`config.mk`:
```
export PLATFORM = sky130hd
export DESIGN_NAME = ripple_cnt_monitor
export DESIGN_NICKNAME = d
export VERILOG_FILES = /design/src/rtl/ripple_cnt_monitor.sv
export SDC_FILE = /design/constraint.sdc
export NUM_CORES = 1
export LEC_CHECK = 0
export ABC_AREA = 1
export CORE_UTILIZATION = 45
export DETAILED_ROUTE_END_ITERATION = 7
export GPL_TIMING_DRIVEN = 0
export PLACE_DENSITY = 0.74
export REMOVE_ABC_BUFFERS = 1
export SLEW_MARGIN = 20
export SYNTH_ARGS = -nofsm -noshare
export SYNTH_HDL_FRONTEND = slang
export SYNTH_SLANG_ARGS = --single-unit
```
`constraint.sdc`:
```
create_clock -name clk -period 2.2 [get_ports clk]
set_input_delay 0.44 -clock clk [delete_from_list [all_inputs] [get_ports clk]]
set_output_delay 0.44 -clock clk [all_outputs]
set_load 0.02 [all_outputs]
```
`src/rtl/ripple_cnt_monitor.sv`:
```
// Brings an asynchronously settling ripple-counter value into the clk domain.
// Settled values are published on a valid/ready port, with wrap, skip, match and overrun flags.
module ripple_cnt_monitor #(
  parameter int unsigned      WIDTH         = 4,
  parameter int unsigned      SYNC_STAGES   = 2,
  parameter int unsigned      STABLE_CYCLES = 2,
  parameter logic [WIDTH-1:0] RESET_REF     = {WIDTH{1'b1}}
) (
  input  logic             clk,
  input  logic             rstn,
  input  logic [WIDTH-1:0] cnt_in,
  input  logic [WIDTH-1:0] cmp_val,
  input  logic             cmp_en,
  input  logic             overrun_clr,
  output logic [WIDTH-1:0] cnt_out,
  output logic             cnt_valid,
  input  logic             cnt_ready,
  output logic             wrap_pulse,
  output logic             skip_pulse,
  output logic             match_pulse,
  output logic             overrun
);

  localparam int unsigned     StabW    = $clog2(STABLE_CYCLES + 1);
  localparam logic [StabW-1:0] StabLast = StabW'(STABLE_CYCLES - 1);

  typedef enum logic [0:0] {StTrack, StSettle} state_e;

  logic [WIDTH-1:0] sync_q [SYNC_STAGES];
  logic [WIDTH-1:0] s;
  logic [WIDTH-1:0] cand_q;
  logic [WIDTH-1:0] acc_q;
  logic [WIDTH-1:0] acc_inc;
  logic [StabW-1:0] stab_q;
  state_e           state_q;
  logic             stable_done;
  logic             accept;

  // Per-bit synchroniser; multi-bit skew is absorbed by the stability filter.
  always_ff @(posedge clk or negedge rstn) begin
    if (!rstn) begin
      for (int i = 0; i < SYNC_STAGES; i++) sync_q[i] <= RESET_REF;
    end else begin
      sync_q[0] <= cnt_in;
      for (int i = 1; i < SYNC_STAGES; i++) sync_q[i] <= sync_q[i-1];
    end
  end

  always_comb begin
    s           = sync_q[SYNC_STAGES-1];
    acc_inc     = acc_q + 1'b1;
    stable_done = (state_q == StSettle) && (s == cand_q) && (stab_q >= StabLast);
    accept      = stable_done && (cand_q != acc_q);
  end

  always_ff @(posedge clk or negedge rstn) begin
    if (!rstn) begin
      state_q     <= StTrack;
      cand_q      <= RESET_REF;
      acc_q       <= RESET_REF;
      stab_q      <= '0;
      cnt_out     <= RESET_REF;
      cnt_valid   <= 1'b0;
      wrap_pulse  <= 1'b0;
      skip_pulse  <= 1'b0;
      match_pulse <= 1'b0;
      overrun     <= 1'b0;
    end else begin
      wrap_pulse  <= 1'b0;
      skip_pulse  <= 1'b0;
      match_pulse <= 1'b0;
      if (cnt_valid && cnt_ready) cnt_valid <= 1'b0;
      if (overrun_clr) overrun <= 1'b0;

      if (s != cand_q) begin
        cand_q  <= s;
        stab_q  <= StabW'(1);
        state_q <= StSettle;
      end else if (stable_done) begin
        state_q <= StTrack;
      end else if (state_q == StSettle) begin
        stab_q <= stab_q + 1'b1;
      end

      // Later assignments here override the handshake drop and overrun clear above.
      if (accept) begin
        acc_q       <= cand_q;
        cnt_out     <= cand_q;
        cnt_valid   <= 1'b1;
        wrap_pulse  <= (cand_q < acc_q);
        skip_pulse  <= (cand_q != acc_inc);
        match_pulse <= cmp_en && (cand_q == cmp_val);
        if (cnt_valid && !cnt_ready) overrun <= 1'b1;
      end
    end
  end

endmodule

```
### Word-level counts from Yosys, hierarchy flattened

Cells that the tools add are included.

* register bits: 24
* output and inout port bits: 9

* add/sub/neg operators: 2
* order comparisons: 2
* equal/unequal tests: 6
* mux-type cells: 13
* reductions and logical operators: 11

Operators by type and width (number)
* 4-bit != test: 3
* 1-bit 2-to-1 mux: 10
* 4-bit == test: 2
* 1-bit logical AND: 6
* 2-bit 2-to-1 mux: 3
* 2-bit nonzero test: 3
* 4-bit by 1-bit adder with 4-bit output, second input constant: 1
* 4-bit less-than comparator: 1
* 2-bit by 1-bit adder with 2-bit output, second input constant: 1
* 2-bit by 1-bit greater-or-equal comparator with 1-bit output, second input constant: 1
* 2-bit by 1-bit != test with 1-bit output, second input constant: 1
* 2-bit AND reduction: 1
* 1-bit logical NOT: 1

### Longest topological paths before layout

* depth in word-level cells: 5
* gate-level depth with buffers: 8

### Least setup slack after synthesis

No wires, ideal clock.

* kind: reg-to-reg
* start point: register acc_q[2]
* end point: register acc_q[0]
* data arrival time: 1517 ps
* path slack: 607 ps
* cell stages (with the launch flop): 9
* clock period less this slack: 1593 ps
* cells stage by stage: dfstp_2 -> inv_1 -> ha_1 -> nand2_1 -> nor2_1 -> nor2_2 -> nand3_4 -> nand2_1 -> nand2_1

* cells in the longest elaborated chain, start to end: 2

RTL lines
* from (decl): RTL line 32 `logic [WIDTH-1:0] acc_q;`
* from (signal assigned): RTL line 87 `acc_q <= cand_q;`
* 4-bit != test: RTL line 53 `accept = stable_done && (cand_q != acc_q);`
* 1-bit logical AND: RTL line 53

Every way passes these cells.
A chain may end at the register's enable or synchronous reset.

==> run_results.csv <==
group,metric,value,unit
run_status,status,"completed",
clock_network,clock_sinks,24,
final_layout,num_antenna_cells,0,
sta,worst_pin_slew,0.524,ns
critical_path,r2r.worst_path.cells,8,
yosys,synth_fa_ha_area_frac,0.0626,
yosys,synthDistinctLibCells,21,
critical_path,r2r-start,"acc_q[2]",
clock_network,htreeDepth,1,
sta,rsz0062_at_grt,"no",
final_layout,nets,180,
critical_path,cp_data_required_time,1.76,ns
critical_path,critPathArrivalTime,1.55,ns
floorplan,die_area,2880,µm²
drt,vias,925,
placement,gp_congestion,0.821,
drt,drt-initial-drc-count,9,
final_layout,stdcell_count,190,
sta,finClkSkew,0.00734,ns
power_and_ir_drop,powerDensity,791,nW/µm²
yosys,synthSimpleGateAreaFrac,0.301,
critical_path,crit_slowest_cell,"clkdlybuf4s50_1",
power_and_ir_drop,ir_drop,0.000380,V
sta,finalSetupTns,0,ns
critical_path,reg2reg_to,"acc_q[1]",
sta,finalCritPeriodShare,0.905,
yosys,synth.area.mux_share,0,
critical_path,path_cells,"clkdlybuf4s50_1",
drt,wl_per_cell,11.9,µm
critical_path,crit_path_end_kind,"output port",
sta,setup_viol,0,
critical_path,cp_num_cells,1,
yosys,netlist_area,1200,µm²
critical_path,timing.critical_path.buf_inv,1,
drt,route.detailed.drc,0,
sta,min_period,1.99,ns
placement,port_buffers,21,
final_layout,final-seq-area,621,µm²
critical_path,cp_slowest_stage_delay,0.63,ns
drt,ant_nets,0,
floorplan,ios,22,
grt,first_global_vias,895,
yosys,synth_top_family_by_area,"simple AND/OR/NAND/NOR gates",
floorplan,start_util,0.480,
placement,dp_hpwl,1690,µm
grt,grt_pass1_wl,3780,µm
worst_hold_path,hp-class,"in2async",
sta,hold_viol,0,
grt,gr-total-overflow,0,
drt,drt-total-wl,2250,µm
clock_network,postCtsSetupBuffers,0,
final_layout,area_growth,22.0,%
final_layout,multi_input_area,478,µm²
placement,dp.cells,186,
floorplan,dieHeight,53.6,µm
clock_network,cts-root-buf,"clkbuf_4",
drt,detail_route.vias_per_cell,4.87,
grt,grt_max_degree,25,
final_layout,fillers,236,
grt,track_usage,0.186,
grt,antenna_found_initial,0,
critical_path,critPathMaxFanout,6,
sta,slew_headroom,0.651,
clock_network,ctsResizeCount,0,
power_and_ir_drop,leakagePower,0.722,nW
final_layout,drive_gt1_frac,0.219,
critical_path,r2r_setup_slack,0.46,ns
floorplan,rows,18,
yosys,synth_compound_area_frac,0.0271,
sta,maxSlewViolCount,0,
drt,dr.pass1.iters,4,
yosys,synth_xor_area_frac,0.00730,
yosys,avgSynthCellArea,8.63,µm²
clock_network,cts_tree,"yes",
critical_path,worstSetupPathType,"reg2out",
clock_network,clk_path_buf_depth,2,
critical_path,cpLargestDelayFamily,"buffers and inverters",
sta,fmax,502,MHz
yosys,synth_cells,139,
clock_network,hold_buffers,0,
job,drv_cap,0,
clock_network,clk_latency,0.31,ns
floorplan,fp.dieW,53.6,µm
yosys,ys_ff_latch,24,
yosys,synth_warnings,0,
critical_path,crit_path_start_kind,"register",
clock_network,cts_buffers,3,
floorplan,core_area,2500,µm²
yosys,ys_seq_area_frac,0.517,
clock_network,path_clk_slew,0.13,ns
layer usage:
layer,routed length (µm),global-route usage,vias to the layer above,part of all wire
li1,-,-,471,-
met1,1010,0.217,427,0.45
met2,1120,0.329,22,0.50
met3,84,0.0282,5,0.037
met4,42,0.0877,0,0.019
met5,0,0,-,0
worst max path at each step:
stage	slack [ns]	end	from
after global placement	0.49	overrun	rstn
after CTS	0.18	cnt_out[1]	acc_q[1]
final	0.21	cnt_out[1]	acc_q[1]
after detailed placement	0.45	overrun	rstn
after global routing	0.14	cnt_out[0]	acc_q[0]
after floorplan	0.61	acc_q[0]	acc_q[2]
cell type report:
type                    instances  area share
clock buffers                   4      0.0248
well taps                      30      0.0256
multi-input cells              88       0.326
inverters                      23      0.0590
flip-flops and latches         24       0.424
repair buffers                 21       0.140
kinds of logic (layout without fill, tap and decap cells):
| kind of cell | Yosys count | after routing |
|---|---|---|
| flip-flops | 24 | 24 |
| adder cells (fa/ha/maj) | 6 | 6 |
| AND/OR/NAND/NOR | 75 | 75 |
| AO/OA/AOI/OAI | 6 | 6 |
| XOR/XNOR | 1 | 1 |
| buffers and inverters | 27 | 48 |
Yosys cell counts:
cell	instances	area, µm²
nor2_2	1	6.26
dfrtp_1	8	200
ha_1	6	75.1
o21ai_1	1	5.00
nand2_2	5	31.3
xnor2_1	1	8.76
nand3_4	1	17.5
nand4_1	6	37.5
nor2_4	1	11.3
a21oi_1	3	15.0
inv_2	4	15.0
dfstp_2	16	420
or2_2	1	6.26
o21ai_0	1	5.00
clkbuf_1	4	15.0
nor2_8	1	20.0
a21boi_0	1	7.51
nor2_1	9	33.8
nand3_1	8	40.0
inv_1	19	71.3
nand2_1	42	158
registers in the layout, summed over array words and instances, names as in the netlist:
name / flops
wrap_pulse: 1
skip_pulse: 1
sync_q: 4
cnt_valid: 1
overrun: 1
s: 4
stab_q: 2
match_pulse: 1
cand_q: 4
acc_q: 4
state_q: 1
cell usage in the layout, fill, tap and decap left out, drive strengths merged:
| master | count |
|---|---|
| ha | 6 |
| clkbuf | 4 |
| nand4 | 6 |
| clkdlybuf4s50 | 20 |
| nor2 | 12 |
| dfstp | 16 |
| o21ai | 2 |
| a21oi | 3 |
| dfrtp | 8 |
| nand2 | 47 |
| buf | 1 |
| nand3 | 9 |
| xnor2 | 1 |
| inv | 23 |
| a21boi | 1 |
| or2 | 1 |
power by group:
part / internal [W] / total (W) / switching (W)
clock network: 0.000101 / 0.000230 / 0.000129
registers: 0.000513 / 0.000569 / 0.0000556
logic: 0.000158 / 0.000359 / 0.000201
total: 0.000773 / 0.00116 / 0.000385
through the flow:
stage                     setup slack, ns  hold WS (ns)  power (W)  instance area [µm²]  utilization
final                               0.208        0.0799    0.00116                 1460        0.586
after global routing                0.143        0.0986    0.00123                 1460        0.586
after CTS                           0.185         0.366    0.00117                 1470        0.588
after detailed placement            0.453         0.347   0.000934                 1430        0.573
after global placement              0.495         0.346   0.000919                 1430        0.573
after floorplan                     0.607         0.144   0.000791                 1180            -
(Power assumes the default switching activity.)
